--- src/rtl/seg_scan_capture.sv ---
// Receive-side capture of a multiplexed active-low 7-segment bus: synchronizes SEG/AN,
// waits for a stable pattern per digit, decodes it back to hex and tracks full-frame coverage.
module seg_scan_capture #(
  parameter int NDIG       = 4,
  parameter int STABLE_CNT = 8
) (
  input  logic                i_clk,
  input  logic                i_rst_n,
  input  logic [6:0]          i_seg,
  input  logic [NDIG-1:0]     i_an,
  output logic [4*NDIG-1:0]   o_digits,
  output logic [NDIG-1:0]     o_valid,
  output logic [NDIG-1:0]     o_err,
  output logic [NDIG-1:0]     o_blank,
  output logic                o_frame
);

  localparam int CW = (STABLE_CNT > 1) ? $clog2(STABLE_CNT) : 1;
  localparam logic [CW-1:0] CNT_LAST = CW'(STABLE_CNT - 1);

  typedef enum logic [1:0] {IDLE, TRACK, HOLD} state_t;

  logic [6:0]          r_seg_meta, r_seg_sync;
  logic [NDIG-1:0]     r_an_meta, r_an_sync;
  logic [NDIG+6:0]     r_prev;
  logic [CW-1:0]       r_cnt;
  state_t              r_state;
  logic [NDIG-1:0]     r_seen;
  logic [4*NDIG-1:0]   r_digits;
  logic [NDIG-1:0]     r_valid, r_err, r_blank;
  logic                r_frame;

  logic [NDIG-1:0]     w_slot_mask;
  logic                w_qualified;
  logic                w_changed;
  logic [NDIG-1:0]     w_seen_next;
  logic [3:0]          w_cap_digit;
  logic                w_cap_valid, w_cap_err, w_cap_blank;

  // Returns {recognized, hex value} for an active-low segment pattern.
  function automatic logic [4:0] decodeSeg(input logic [6:0] seg);
    case (seg)
      7'h40:   decodeSeg = {1'b1, 4'h0};
      7'h79:   decodeSeg = {1'b1, 4'h1};
      7'h24:   decodeSeg = {1'b1, 4'h2};
      7'h30:   decodeSeg = {1'b1, 4'h3};
      7'h19:   decodeSeg = {1'b1, 4'h4};
      7'h12:   decodeSeg = {1'b1, 4'h5};
      7'h02:   decodeSeg = {1'b1, 4'h6};
      7'h78:   decodeSeg = {1'b1, 4'h7};
      7'h00:   decodeSeg = {1'b1, 4'h8};
      7'h10:   decodeSeg = {1'b1, 4'h9};
      7'h08:   decodeSeg = {1'b1, 4'hA};
      7'h03:   decodeSeg = {1'b1, 4'hB};
      7'h46:   decodeSeg = {1'b1, 4'hC};
      7'h21:   decodeSeg = {1'b1, 4'hD};
      7'h06:   decodeSeg = {1'b1, 4'hE};
      7'h0E:   decodeSeg = {1'b1, 4'hF};
      default: decodeSeg = 5'b0_0000;
    endcase
  endfunction

  assign w_slot_mask = ~r_an_sync;
  assign w_qualified = $onehot(w_slot_mask);
  assign w_changed   = ({r_an_sync, r_seg_sync} != r_prev);
  assign w_seen_next = r_seen | w_slot_mask;

  always_comb begin
    logic [4:0] w_dec;
    w_dec       = decodeSeg(r_seg_sync);
    w_cap_digit = 4'h0;
    w_cap_valid = 1'b0;
    w_cap_err   = 1'b0;
    w_cap_blank = 1'b0;
    if (w_dec[4]) begin
      w_cap_digit = w_dec[3:0];
      w_cap_valid = 1'b1;
    end else if (r_seg_sync == 7'h7F) begin
      w_cap_blank = 1'b1;
    end else begin
      w_cap_err = 1'b1;
    end
  end

  always_ff @(posedge i_clk) begin
    if (!i_rst_n) begin
      r_seg_meta <= 7'h7F;
      r_seg_sync <= 7'h7F;
      r_an_meta  <= '1;
      r_an_sync  <= '1;
      r_prev     <= {{NDIG{1'b1}}, 7'h7F};
      r_cnt      <= '0;
      r_state    <= IDLE;
      r_seen     <= '0;
      r_digits   <= '0;
      r_valid    <= '0;
      r_err      <= '0;
      r_blank    <= '0;
      r_frame    <= 1'b0;
    end else begin
      r_seg_meta <= i_seg;
      r_seg_sync <= r_seg_meta;
      r_an_meta  <= i_an;
      r_an_sync  <= r_an_meta;
      r_prev     <= {r_an_sync, r_seg_sync};
      r_frame    <= 1'b0;

      if (!w_qualified) begin
        r_state <= IDLE;
        r_cnt   <= '0;
      end else begin
        case (r_state)
          IDLE: begin
            if (w_changed) begin
              r_state <= TRACK;
              r_cnt   <= '0;
            end
          end
          TRACK: begin
            if (w_changed) begin
              r_cnt <= '0;
            end else if (r_cnt == CNT_LAST) begin
              r_state <= HOLD;
              for (int i = 0; i < NDIG; i++) begin
                if (w_slot_mask[i]) begin
                  r_digits[4*i +: 4] <= w_cap_digit;
                  r_valid[i]         <= w_cap_valid;
                  r_err[i]           <= w_cap_err;
                  r_blank[i]         <= w_cap_blank;
                end
              end
              // Blank and error captures still count toward frame coverage.
              if (&w_seen_next) begin
                r_frame <= 1'b1;
                r_seen  <= '0;
              end else begin
                r_seen  <= w_seen_next;
              end
            end else begin
              r_cnt <= r_cnt + 1'b1;
            end
          end
          HOLD: begin
            if (w_changed) begin
              r_state <= TRACK;
              r_cnt   <= '0;
            end
          end
          default: begin
            r_state <= IDLE;
            r_cnt   <= '0;
          end
        endcase
      end
    end
  end

  assign o_digits = r_digits;
  assign o_valid  = r_valid;
  assign o_err    = r_err;
  assign o_blank  = r_blank;
  assign o_frame  = r_frame;

endmodule

--- config.mk ---
export PLATFORM = sky130hd
export DESIGN_NAME = seg_scan_capture
export DESIGN_NICKNAME = d
export VERILOG_FILES = /design/src/rtl/seg_scan_capture.sv
export SDC_FILE = /design/constraint.sdc
export NUM_CORES = 1
export LEC_CHECK = 0
export BUFFER_PORTS_ARGS = -buffer_cell sky130_fd_sc_hd__buf_2
export CELL_PAD_IN_SITES_DETAIL_PLACEMENT = 1
export CELL_PAD_IN_SITES_GLOBAL_PLACEMENT = 2
export CORE_ASPECT_RATIO = 1.75
export CORE_UTILIZATION = 30
export DETAILED_ROUTE_END_ITERATION = 16
export PLACE_DENSITY = 0.77
export SLEW_MARGIN = 20
export SYNTH_ARGS = -nofsm -noshare
export SYNTH_HDL_FRONTEND = slang
export SYNTH_SLANG_ARGS = --single-unit
--- constraint.sdc ---
create_clock -name i_clk -period 8.5 [get_ports i_clk]
set_input_delay 0.85 -clock i_clk [delete_from_list [all_inputs] [get_ports i_clk]]
set_output_delay 0.85 -clock i_clk [all_outputs]
set_load 0.01 [all_outputs]
==> out/metrics.csv <==
stage,metric,value,unit
run_status,outcome,completed,
die,I/O pins,42,
sta,# setup viols final,0,
layout,nets@finish,343,
clock_network,post-CTS sizing,0,
clock_network,clock sinks,71,
synth,synth warn,0,
clock_network,Clock transition at path regs,0.06,ns
synth,Synth Area in XOR/XNOR,0.03503,
sta,Final Max Slew Viols,0,
synth,library cells used by synthesis,49,
detailed_routing,TritonRoute pass-1 iters,4,
sta,setup_tns,0,ns
die,Core Area,9789,sq um
sta,Setup Skew,0.008014,ns
synth,Async SR Flop Fraction,0,
power,Total Power,756.0,uW
placement,dpl hpwl,4.654,mm
sta,max_slew headroom,0.4078,
synth,synthesized area,3000,sq um
layout,most frequent cells in the layout,"71 x dfxtp_1, 41 x buf_2, 33 x nand2b_1, 25 x mux2i_1, 22 x nor2b_1",
setup_path,Crit Path Class,reg -> reg,
die,Die Area,10420,sq um
die,Die Wd,77.60,um
run,reported max-cap violation count,0,
worst_hold_path,worst hold path type,reg -> reg,
synth,"Primary FF master, synth",dfxtp_1,
layout,Syn-to-layout area delta,19.85,%
grt,first-pass GRT wire length,11.08,mm
detailed_routing,Post-route DRC,0,
die,Initial Utilization,0.3065,
grt,initial antenna violation count,0,
synth,cells after synthesis,289,
synth,Post-Synth Simple-Gate Area,0.2711,
detailed_routing,Routed Antenna Nets,0,
sta,final worst slack,5.094,ns
power,Comb power frac,0.055,
power,Lkg Pwr,0.001348,uW
setup_path,Worst R2R Start,r_an_sync[0],
power,Flop pwr share,0.460,
clock_network,clock root buffer,clkbuf_16,
placement,buffers added on ports,41,
die,Rows,48,
synth,Synthesized Nets,307,
setup_path,Reg2Reg Depth,9,
worst_hold_path,WHS Path Cells,1,
placement,pre-CTS WS,5.148,ns
clock_network,Worst-Skew Late Latency,0.33,ns
sta,Final Hold Fails,0,
power,Sw Share,0.2273,
placement,GP Congestion,0.7916,
synth,largest area contributor in the netlist,dfxtp_1,
layout,layout cells sized above 1,0.2182,
clock_network,"Hold-fix buffers, CTS",0,
synth,largest family of logic cells by synthesized area,simple AND/OR/NAND/NOR gates,
synth,Synth Area in Compound Gates,0.08132,
synth,"Seq/Total Area, Yosys",0.4737,
setup_path,Arrival @ worst endpoint,3.62,ns
sta,Slew @ Worst Pin,0.8816,ns
power,Net Sw Power,171.8,uW
clock_network,Post-CTS Setup Inserts,0,
grt,pin count of the biggest net entering global routing,66,
clock_network,CTS tree,done,
synth,adder and majority gate portion of the synthesized area,0.02335,
sta,fin crit share,0.4007,
detailed_routing,Routed WL,6.585,mm
setup_path,peak fanout along the critical path,9,
sta,unrepaired setup endpoints after global routing,false,
power,peak supply drop,0.1035,mV
setup_path,Startpoint Class,flop,
detailed_routing,drt wl/cell,14.47,um
sta,Final min period,3.406,ns
grt,vias in the first global route,2241,
setup_path,Worst setup EP type,flop,
setup_path,r2r endpoint,o_digits[13],
worst_hold_path,min-delay src,r_seg_meta[4],
synth,"flops & latches, synth",71,
synth,mux cell area share after synthesis,0.08340,
sta,Max Fclk,293.6,MHz
grt,total global-route track usage,0.1421,
clock_network,clk buf depth,2,
power,Pint,584.1,uW
clock_network,CTS H-tree depth,3,
worst_hold_path,WHS Endpoint,r_seg_sync[4],
power,Clock Power Share,0.485,
detailed_routing,Vias,2157,
clock_network,total CTS buffers,9,
detailed_routing,iteration-0 DRC count of the detailed router,95,
synth,Post-synth EDFFs,0,
layout,final antenna diode count,0,
setup_path,r2r setup slk,5.09,ns
grt,Congestion Overflow GR,0,
synth,Area contributors post-synth,"dfxtp_1 47%, mux2i_1 8.3%, nand2b_1 6.9%",
die,Die Height,134.3,um
setup_path,Worst Path Required,8.71,ns
detailed_routing,DR vias/cell,4.741,
synth,Yosys top cell area share,0.4737,
power,PD cells,210.2,nW/um^2
layout,"commonest non-fill, non-tap cell in the layout",dfxtp_1,
synth,synthesized area per cell,10.38,sq um
metal layers:
metal,GRT usage,vias up,share of wire
met5,0,-,0
met2,0.2576,41,0.55
met1,0.1430,1031,0.39
met3,0.03741,13,0.027
li1,-,1072,-
met4,0.08491,0,0.030
per-stage QoR:
step	util	std cells	hold slack (ns)	area (sq um)
2_1_floorplan	-	289	0.3863	3000
3_3_place_gp	0.3370	439	0.3888	3299
3_5_place_dp	0.3370	439	0.3934	3299
4_1_cts	0.3673	455	0.4065	3596
5_1_grt	0.3673	455	0.4163	3596
6_report	0.3673	455	0.4049	3596
how the worst max path moves through the flow:
stage / start / endpoint / slack [ns] / depth (start not counted)
6_report: r_an_sync[0] / o_digits[13] / 5.09 / 9
4_1_cts: r_an_sync[0] / o_digits[0] / 5.12 / 9
3_3_place_gp: r_an_sync[0] / o_blank[3] / 5.18 / 9
3_5_place_dp: r_an_sync[0] / o_digits[15] / 5.15 / 9
5_1_grt: r_an_sync[0] / o_digits[15] / 4.95 / 9
2_1_floorplan: r_an_sync[0] / o_digits[8] / 5.53 / 9
power by group through the flow:
| stage | registers (uW) | logic, uW | clock network, uW |
|---|---|---|---|
| finish | 348 | 41.8 | 367 |
| global route | 349 | 46.6 | 394 |
| CTS | 348 | 42.8 | 379 |
| detailed placement | 355 | 42.5 | 0 |
| global placement | 355 | 41.7 | 0 |
| floorplan | 349 | 37.3 | 0 |
registers in the layout (all words and copies together) (netlist names):
name        flops
o_frame         1
r_cnt           3
r_an_sync       4
r_an_meta       4
r_state         2
r_prev         11
r_seg_meta      7
o_blank         4
o_err           4
o_digits       16
r_seen          4
o_valid         4
r_seg_sync      7
synth_stat cells, types with 2 or more instances:
library cell,count
o21ai_1,6
nor2b_1,22
nand3_1,4
nand4_1,4
ha_1,4
nand2b_1,33
nor3b_1,4
xnor2_1,11
mux2i_1,25
inv_1,7
nand2_1,9
o21a_1,4
a211oi_1,2
a22oi_1,3
nor3_1,4
clkbuf_1,12
dfxtp_1,71
nor4_4,4
a21oi_1,8
nor2_1,10
buf_2,5
or3_4,4
o21ai_0,2
or3_1,3
a211o_1,2
nand3b_1,3
worst max-delay path, stage by stage, from the launching register on:
cell and delay [ns]:
dfxtp_1 0.36, fa_1 0.54, inv_1 0.04, ha_1 0.17, ha_1 0.30, or3b_4 0.44
or3_4 0.41, nor4_4 0.67, mux2i_1 0.27, nor2b_1 0.06
layout make-up:
type | instances | area, sq um
clock buffer | 9 | 225.2
clock inverter | 7 | 71.32
fill | 1141 | 6193
inverter | 7 | 26.28
multi-input combinational | 194 | 1483
sequential | 71 | 1421
tap | 125 | 156.4
timing repair buffer | 42 | 212.7
cell families after synthesis:
family / count (synthesis)
flip-flops: 71
AND/OR/NAND/NOR: 117
adder cells (fa/ha/maj): 5
buffers and inverters: 24
XOR/XNOR: 12
multiplexers: 25
AO/OA/AOI/OAI: 35
(Power assumes the default switching activity.)
